**src/rtl/shift_pkg.sv**
```systemverilog
// Shared definitions for the sequential shift/rotate unit: operation
// encodings, FSM state encoding and a PASS-decode helper.
package shift_pkg;

    // Operation encodings on the 3-bit mode input; 101..111 all mean PASS.
    localparam logic [2:0] SHR  = 3'b000;
    localparam logic [2:0] SHRA = 3'b001;
    localparam logic [2:0] SHL  = 3'b010;
    localparam logic [2:0] ROR  = 3'b011;
    localparam logic [2:0] ROL  = 3'b100;
    localparam logic [2:0] PASS = 3'b101;

    typedef enum logic [1:0] {
        ST_IDLE = 2'd0,
        ST_RUN  = 2'd1,
        ST_DONE = 2'd2
    } state_e;

    // Every encoding above ROL behaves as PASS.
    function automatic logic is_pass(input logic [2:0] m);
        return (m >= PASS);
    endfunction

endpackage

```
**src/rtl/shift_step.sv**
```systemverilog
// One combinational shift/rotate step of 0..STEP bit positions.
// Ports:
//   i_value    operand for this step
//   i_mode     operation (SHR/SHRA/SHL/ROR/ROL, anything else passes through)
//   i_fill     fill bit for right shifts (0 for SHR, captured sign for SHRA)
//   i_k        step amount, 0..STEP
//   o_value_c  shifted/rotated result (combinational)
module shift_step
    import shift_pkg::*;
#(
    parameter int unsigned WIDTH = 32,
    parameter int unsigned STEP  = 1
) (
    input  logic [WIDTH-1:0]            i_value,
    input  logic [2:0]                  i_mode,
    input  logic                        i_fill,
    input  logic [$clog2(STEP+1)-1:0]   i_k,
    output logic [WIDTH-1:0]            o_value_c
);

    // Double-width scratch: the upper half supplies fill or wrap-around bits.
    logic [2*WIDTH-1:0] w_wide;

    always_comb begin
        w_wide    = '0;
        o_value_c = i_value;
        case (i_mode)
            SHR, SHRA: begin
                w_wide    = {{WIDTH{i_fill}}, i_value} >> i_k;
                o_value_c = w_wide[WIDTH-1:0];
            end
            SHL: begin
                o_value_c = i_value << i_k;
            end
            ROR: begin
                w_wide    = {i_value, i_value} >> i_k;
                o_value_c = w_wide[WIDTH-1:0];
            end
            ROL: begin
                w_wide    = {i_value, i_value} << i_k;
                o_value_c = w_wide[2*WIDTH-1:WIDTH];
            end
            default: begin
                o_value_c = i_value;
            end
        endcase
    end

endmodule

```
**src/rtl/seq_shift_unit.sv**
```systemverilog
// Multi-cycle shift/rotate unit: consumes up to STEP bit positions per clock
// behind a start/busy/done handshake.
// Ports:
//   clock   rising-edge clock
//   clear   synchronous active-high reset, aborts any operation in flight
//   start   request, only honoured while idle
//   mode    operation select (see shift_pkg)
//   B       operand
//   shifts  shift amount 0..WIDTH-1
//   busy    high whenever not idle (registered)
//   done    one-cycle completion pulse (registered)
//   Result  result register, holds until the next completion or clear
module seq_shift_unit
    import shift_pkg::*;
#(
    parameter int unsigned WIDTH = 32,
    parameter int unsigned STEP  = 1
) (
    input  logic                        clock,
    input  logic                        clear,
    input  logic                        start,
    input  logic [2:0]                  mode,
    input  logic [WIDTH-1:0]            B,
    input  logic [$clog2(WIDTH)-1:0]    shifts,
    output logic                        busy,
    output logic                        done,
    output logic [WIDTH-1:0]            Result
);

    localparam int unsigned SW = $clog2(WIDTH);
    localparam int unsigned KW = $clog2(STEP + 1);

    state_e           r_state, w_state_nxt;
    logic [WIDTH-1:0] r_work, w_work_nxt;
    logic [SW-1:0]    r_count, w_count_nxt;
    logic [2:0]       r_mode, w_mode_nxt;
    logic             r_fill, w_fill_nxt;
    logic [WIDTH-1:0] r_result, w_result_nxt;
    logic             r_busy, w_busy_nxt;
    logic             r_done, w_done_nxt;

    logic [KW-1:0]    w_k;
    logic [SW-1:0]    w_count_left;
    logic [WIDTH-1:0] w_step_val;

    // Step size for this iteration: min(STEP, remaining count).
    always_comb begin
        w_k          = (32'(r_count) >= STEP) ? KW'(STEP) : KW'(r_count);
        w_count_left = r_count - SW'(w_k);
    end

    shift_step #(
        .WIDTH (WIDTH),
        .STEP  (STEP)
    ) u_step (
        .i_value   (r_work),
        .i_mode    (r_mode),
        .i_fill    (r_fill),
        .i_k       (w_k),
        .o_value_c (w_step_val)
    );

    // Next-state and next-register logic.
    always_comb begin
        w_state_nxt  = r_state;
        w_work_nxt   = r_work;
        w_count_nxt  = r_count;
        w_mode_nxt   = r_mode;
        w_fill_nxt   = r_fill;
        w_result_nxt = r_result;
        w_busy_nxt   = 1'b0;
        w_done_nxt   = 1'b0;

        case (r_state)
            ST_IDLE: begin
                if (start) begin
                    w_work_nxt  = B;
                    w_mode_nxt  = mode;
                    // Sign is frozen at capture; only SHRA fills with it.
                    w_fill_nxt  = (mode == SHRA) & B[WIDTH-1];
                    w_count_nxt = shifts;
                    if ((shifts == '0) || is_pass(mode)) begin
                        w_state_nxt  = ST_DONE;
                        w_result_nxt = B;
                    end else begin
                        w_state_nxt  = ST_RUN;
                    end
                end
            end
            ST_RUN: begin
                w_work_nxt  = w_step_val;
                w_count_nxt = w_count_left;
                if (w_count_left == '0) begin
                    w_state_nxt  = ST_DONE;
                    w_result_nxt = w_step_val;
                end
            end
            ST_DONE: begin
                w_state_nxt = ST_IDLE;
            end
            default: begin
                w_state_nxt = ST_IDLE;
            end
        endcase

        // Outputs are registered from the next state, so they track the state.
        w_busy_nxt = (w_state_nxt != ST_IDLE);
        w_done_nxt = (w_state_nxt == ST_DONE);
    end

    always_ff @(posedge clock) begin
        if (clear) begin
            r_state  <= ST_IDLE;
            r_work   <= '0;
            r_count  <= '0;
            r_mode   <= '0;
            r_fill   <= 1'b0;
            r_result <= '0;
            r_busy   <= 1'b0;
            r_done   <= 1'b0;
        end else begin
            r_state  <= w_state_nxt;
            r_work   <= w_work_nxt;
            r_count  <= w_count_nxt;
            r_mode   <= w_mode_nxt;
            r_fill   <= w_fill_nxt;
            r_result <= w_result_nxt;
            r_busy   <= w_busy_nxt;
            r_done   <= w_done_nxt;
        end
    end

    assign busy   = r_busy;
    assign done   = r_done;
    assign Result = r_result;

endmodule

```
**config.mk**
```make
export PLATFORM = sky130hd
export DESIGN_NAME = seq_shift_unit
export DESIGN_NICKNAME = d
export VERILOG_FILES = /design/src/rtl/shift_pkg.sv /design/src/rtl/shift_step.sv /design/src/rtl/seq_shift_unit.sv
export SDC_FILE = /design/constraint.sdc
export NUM_CORES = 1
export LEC_CHECK = 0
export CAP_MARGIN = 15
export CORE_ASPECT_RATIO = 0.7
export CORE_UTILIZATION = 47
export CTS_BUF_LIST = sky130_fd_sc_hd__clkbuf_8
export DETAILED_ROUTE_END_ITERATION = 10
export HOLD_SLACK_MARGIN = 0.15
export PLACE_DENSITY = 0.73
export SLEW_MARGIN = 20
export SYNTH_ARGS = -nofsm -noshare
export SYNTH_HDL_FRONTEND = slang
export SYNTH_SLANG_ARGS = --single-unit
```
**constraint.sdc**
```tcl
create_clock -name clock -period 5.2 [get_ports clock]
set_input_delay 0.52 -clock clock [delete_from_list [all_inputs] [get_ports clock]]
set_output_delay 0.52 -clock clock [all_outputs]
set_load 0.1 [all_outputs]
```
==> run metrics, run 1 <==
status finished clean; fin. max-slew vios 0; most common cell after layout, fill and taps aside nor2_1; Yosys reg bits a little under 80; Port Buffers 76; cts bufs inserted 9; syn nets between 500 and 600; drt first pass iters 5; crit-path max cell delay ~810 ps; Clock Path Buffers 2; placer congestion estimate between 0.8 and 0.9; CTS sink count 77; most used flip-flop cell after synthesis dfxtp_1; hold_buf cts 0; Final ANT Viol Nets 0; CP cell instances clkdlybuf4s50_1 > nor3b_2 > nand2_2 > and2_4 > o41ai_1; Power Total 2.14 mW; Syn Std Cell Area between 4000 and 5000 um2; HP Class reg -> reg; Hold Fails Final Rpt 0; Ys Warns 0; WL/cell around 19 um; startpoint types input pin; starting density of the core between 40% and 50%; # diodes 0; Yosys cell types 45; dpl hpwl 7410 um; Die ar. approximately 9500 um2; I/O pins 77; CORE AREA 8620 um2; root buffer cell clkbuf_8; largest net degree at the start of global routing 47; Slew HR between 30 and 40%; Die Span X 116 um; Post-synth EDFFs 0; CP Capture Type flip-flop; Die H approximately 82 um; Clock Skew 13.0 ps; vias in the first global route around 3,900; most frequent cells in the layout nor2_1 (108), dfxtp_1 (77), clkdlybuf4s50_1 (75), a22oi_1 (62), nand2b_1 (34); post-CTS sizing 0; ratio of cells with drive above 1 in the final layout between 10% and 20%; CP required 5440 ps; Fin Setup TNS 0 ps; worst setup path class in -> reg; GRT Util Overall a little over a quarter; Avg Inst Size Synth 8.61 um2; post-CTS setup buffer count 0; critical path's slowest cell nor3b_2; Area Overhead vs Synth 24.3%; total gr overflow 0; DR vias 4,169; DRC 0; critical-path maximum fanout 34; antenna violations before repair 0; final WL 12,300 um; Power Dens Cells just over 400 nW/um2; Critical Path AT approximately 3600 ps; sequential area share after synthesis a little over a third; CTS tree done; crit share post-route between 60% and 70%; Mapped Cells between 400 and 500; Max H-tree Level 3; Final setup viols 0; actual slew at the worst max-slew pin around 980 ps; nets@finish just under 600; asr flop ratio synth 0%; RSZ-0062 raised after global routing false; first-pass GRT wire length about 20,000 um; fmax ~300 MHz; vias per cell ~6.3; FP Rows 28; clock slew at reported path FFs around 70 ps; Tmin final 3400 ps; Starting DRT DRC Count roughly 470; max cap viols 0; leakage power between 2 and 2.5 nW; Clk Latency, worst-skew pair around 360 ps; maximum vdd drop 0.000223 V
[per-stage QoR]
step,utilization (%),setup slack [ps],instances,area (um2),hold slack (ps)
finish,61.5,1800,662,5300,473
global route,61.5,1660,662,5300,511
CTS,61.4,1860,662,5290,476
detailed placement,58.4,1500,646,5030,465
global placement,58.4,1680,646,5030,462
floorplan,-,2670,495,4260,462
[cell type report]
cell class / instances / area, um2
clock inverters: 7 / 139
fillers: 772 / 3320
inverters: 4 / 15.0
repair buffers: 87 / 838
multi-input cells: 358 / 2490
flip-flops and latches: 77 / 1540
well taps: 120 / 150
clock buffers: 9 / 124
[worst paths after layout]
path	depth (start not counted)	startpoint	endpoint	slack, ps
max reg2reg	9	r_count[0]	Result[4]	1830
min reg2reg	2	Result[0]	Result[0]	470
min	2	Result[0]	Result[0]	470
max	5	start	Result[4]	1800
[Yosys cell counts (2+ instances only)]
| master | n | area (um2) |
|---|---|---|
| a211oi_1 | 2 | 15.0 |
| a21oi_1 | 6 | 30.0 |
| a221oi_2 | 2 | 30.0 |
| a22oi_1 | 62 | 465 |
| buf_1 | 5 | 18.8 |
| buf_6 | 4 | 45.0 |
| clkbuf_1 | 46 | 173 |
| dfxtp_1 | 77 | 1540 |
| inv_1 | 4 | 15.0 |
| mux2i_1 | 4 | 40.0 |
| nand2_1 | 7 | 26.3 |
| nand2b_1 | 35 | 219 |
| nand4b_1 | 30 | 263 |
| nor2_1 | 109 | 409 |
| nor3_1 | 6 | 30.0 |
| nor3b_1 | 3 | 22.5 |
| o21ai_1 | 5 | 25.0 |
| o221ai_1 | 2 | 17.5 |
| o22ai_1 | 30 | 188 |
| o41ai_1 | 4 | 35.0 |
| o41ai_2 | 26 | 423 |
| or2_1 | 2 | 12.5 |
| xor2_1 | 2 | 17.5 |
[worst max-delay path: cells and delay by family]
| family | cells | cell delay (ps) |
|---|---|---|
| simple gates | 3 | 2120 |
| buf+inv | 1 | 540 |
| compound gates | 1 | 440 |
[sequential cells by signal, summed over array words and instances, names as in the netlist]
register,cells
r_work,32
r_count,5
done,1
r_mode,3
r_fill,1
Result,32
busy,1
r_state,2
[layer usage]
| metal | vias to the layer above | share of wire [%] | global-route usage [%] | wire (um) |
|---|---|---|---|---|
| li1 | 1937 | - | - | - |
| met1 | 2019 | 47 | 38.2 | 5740 |
| met2 | 199 | 44 | 40.9 | 5390 |
| met3 | 14 | 8.3 | 6.57 | 1020 |
| met4 | 0 | 1.2 | 9.74 | 142 |
| met5 | - | 0 | 0 | 0 |
[cells by family after synthesis]
| group | synth area share, % |
|---|---|
| compound gates | 30.2 |
| xor+xnor | 0.617 |
| fa+ha+maj | 0.294 |
| buf+inv | 6.02 |
| flops | 36.2 |
| mux | 1.47 |
| simple gates | 25.2 |
[power by group]
group	internal, mW	switching, mW	total (mW)
Sequential	0.677	0.0856	0.763
Clock	0.366	0.232	0.598
Combinational	0.260	0.522	0.782
Total	1.30	0.840	2.14
Power figures use the tool's default switching activity.
==> run 2: changes to the inputs <==
clock period = 3.3 ns   (was 5.2 ns; I/O delays follow)
==> run metrics, run 2 (synthesized netlist as in run 1, its figures left out) <==
status finished clean; Final ANT Viol Nets 0; Power Dens Cells 611 nW/um2; # diodes 0; startpoint types flip-flop; root buffer cell clkbuf_8; ratio of cells with drive above 1 in the final layout 13.2%; antenna violations before repair 0; actual slew at the worst max-slew pin just under 1000 ps; nets@finish between 500 and 600; Hold Fails Final Rpt 0; crit share post-route between 80% and 90%; CP cell instances or3_1 > nor2_1 > nor2_1 > ha_1 > nand2_1 > nor3_1 > o21ai_2 > and2_4 > o41ai_1; Port Buffers 76; Die ar. 9460 um2; fin. max-slew vios 0; Tmin final ~2800 ps; Hold Worst Slack between 400 and 500 ps; Final setup viols 0; CP Capture Type flip-flop; vias in the first global route between 3,000 and 4,000; most frequent cells in the layout nor2_1 (108), dfxtp_1 (77), clkdlybuf4s50_1 (75), a22oi_1 (62), nand2b_1 (35); final WL roughly 12,000 um; max cap viols 0; Fin Setup TNS 0 ps; hold_buf cts 0; clock slew at reported path FFs about 80 ps; fmax ~350 MHz; Die H approximately 80 um; WL/cell ~19 um; FP Rows 28; Clk Latency, worst-skew pair 360 ps; starting density of the core approximately 50%; DR vias roughly 4,200; post-CTS setup buffer count 0; CTS sink count between 70 and 80; final instance area roughly 5300 um2; Critical Path AT around 3100 ps; Seq. cell area approximately 1500 um2; Area Overhead vs Synth 23.8%; most common cell after layout, fill and taps aside nor2_1; RSZ-0062 raised after global routing false; crit-path most repeated cell nor2_1; dpl hpwl 7750 um; drt first pass iters 5; Max H-tree Level 3; first-pass GRT wire length between 15,000 and 20,000 um; setup slack, reg-to-reg roughly 460 ps; Starting DRT DRC Count ~420; maximum vdd drop between 0.0004 and 0.0005 V; worst setup path class reg -> reg; CP required approximately 3600 ps; critical-path maximum fanout 34; HP Class in -> reg; Cell Area, Placed 5070 um2; CTS tree done; leakage power around 2.1 nW; GRT Util Overall 26.9%; fillers 789; critical path's slowest cell or3_1; I/O pins 77; post-CTS sizing 0; Clock Path Buffers 2; DRC 0; multi-input logic area roughly 2500 um2; largest net degree at the start of global routing 46; vias per cell around 6.2; CORE AREA between 8000 and 9000 um2; Die Span X 116 um; total gr overflow 0; Clock Skew 10.2 ps; cts bufs inserted 9; Slew HR about a third; placer congestion estimate between 0.8 and 0.9; crit-path max cell delay roughly 450 ps
==> run 2: cell count changes in the layout (fill, tap and decap cells not counted) <==
cell,before,now
clkinv_2,0,3
nand2b_1,34,35
inv_1,5,6
nand2b_2,1,0
clkinvlp_4,2,0
buf_4,11,16
bufinv_16,4,2
==> run 2: layout make-up <==
class                      count  area share (%)
clock buffer                   9            2.35
clock inverter                 7            1.57
inverter                       4           0.285
multi-input combinational    358            47.1
sequential                    77            29.2
tap                          120            2.85
timing repair buffer          92            16.6
==> run 2: power by group <==
group          internal (mW)  leakage [nW]  switching, mW
clock network          0.417         0.115          0.355
registers               1.07         0.635          0.135
logic                  0.417          1.36          0.831
total                   1.90          2.11           1.32
==> run 2: metal layers <==
| metal | GRT usage (%) | vias up | part of all wire, % |
|---|---|---|---|
| met5 | 0 | - | 0 |
| met2 | 41.0 | 218 | 44 |
| met4 | 5.26 | 0 | 0.80 |
| met1 | 37.3 | 1990 | 46 |
| met3 | 8.78 | 9 | 9.4 |
| li1 | - | 1939 | - |
==> run 2: worst max-delay path: cells and delay by family (launching register included) <==
family | cells | cell delay, ps
adder cells (fa/ha/maj) | 1 | 350
AO/OA/AOI/OAI | 2 | 500
flip-flops | 1 | 350
AND/OR/NAND/NOR | 6 | 1550
==> run 2: per-stage QoR <==
| step | utilization (%) | power [mW] | cells | setup slack (ps) |
|---|---|---|---|---|
| global route | 61.2 | 3.37 | 667 | 218 |
| global placement | 58.8 | 2.42 | 651 | 619 |
| detailed placement | 58.8 | 2.45 | 651 | 490 |
| floorplan | - | 2.13 | 495 | 769 |
| CTS | 61.2 | 3.21 | 667 | 461 |
| finish | 61.2 | 3.22 | 667 | 460 |
==> run 2: path summary, 6_finish.rpt <==
path                   start  depth (start not counted)          to
setup / recovery  r_count[0]                          9   Result[1]
hold / removal         clear                          2      r_fill
setup reg to reg  r_count[0]                          9   Result[1]
hold reg to reg   Result[31]                          2  Result[31]
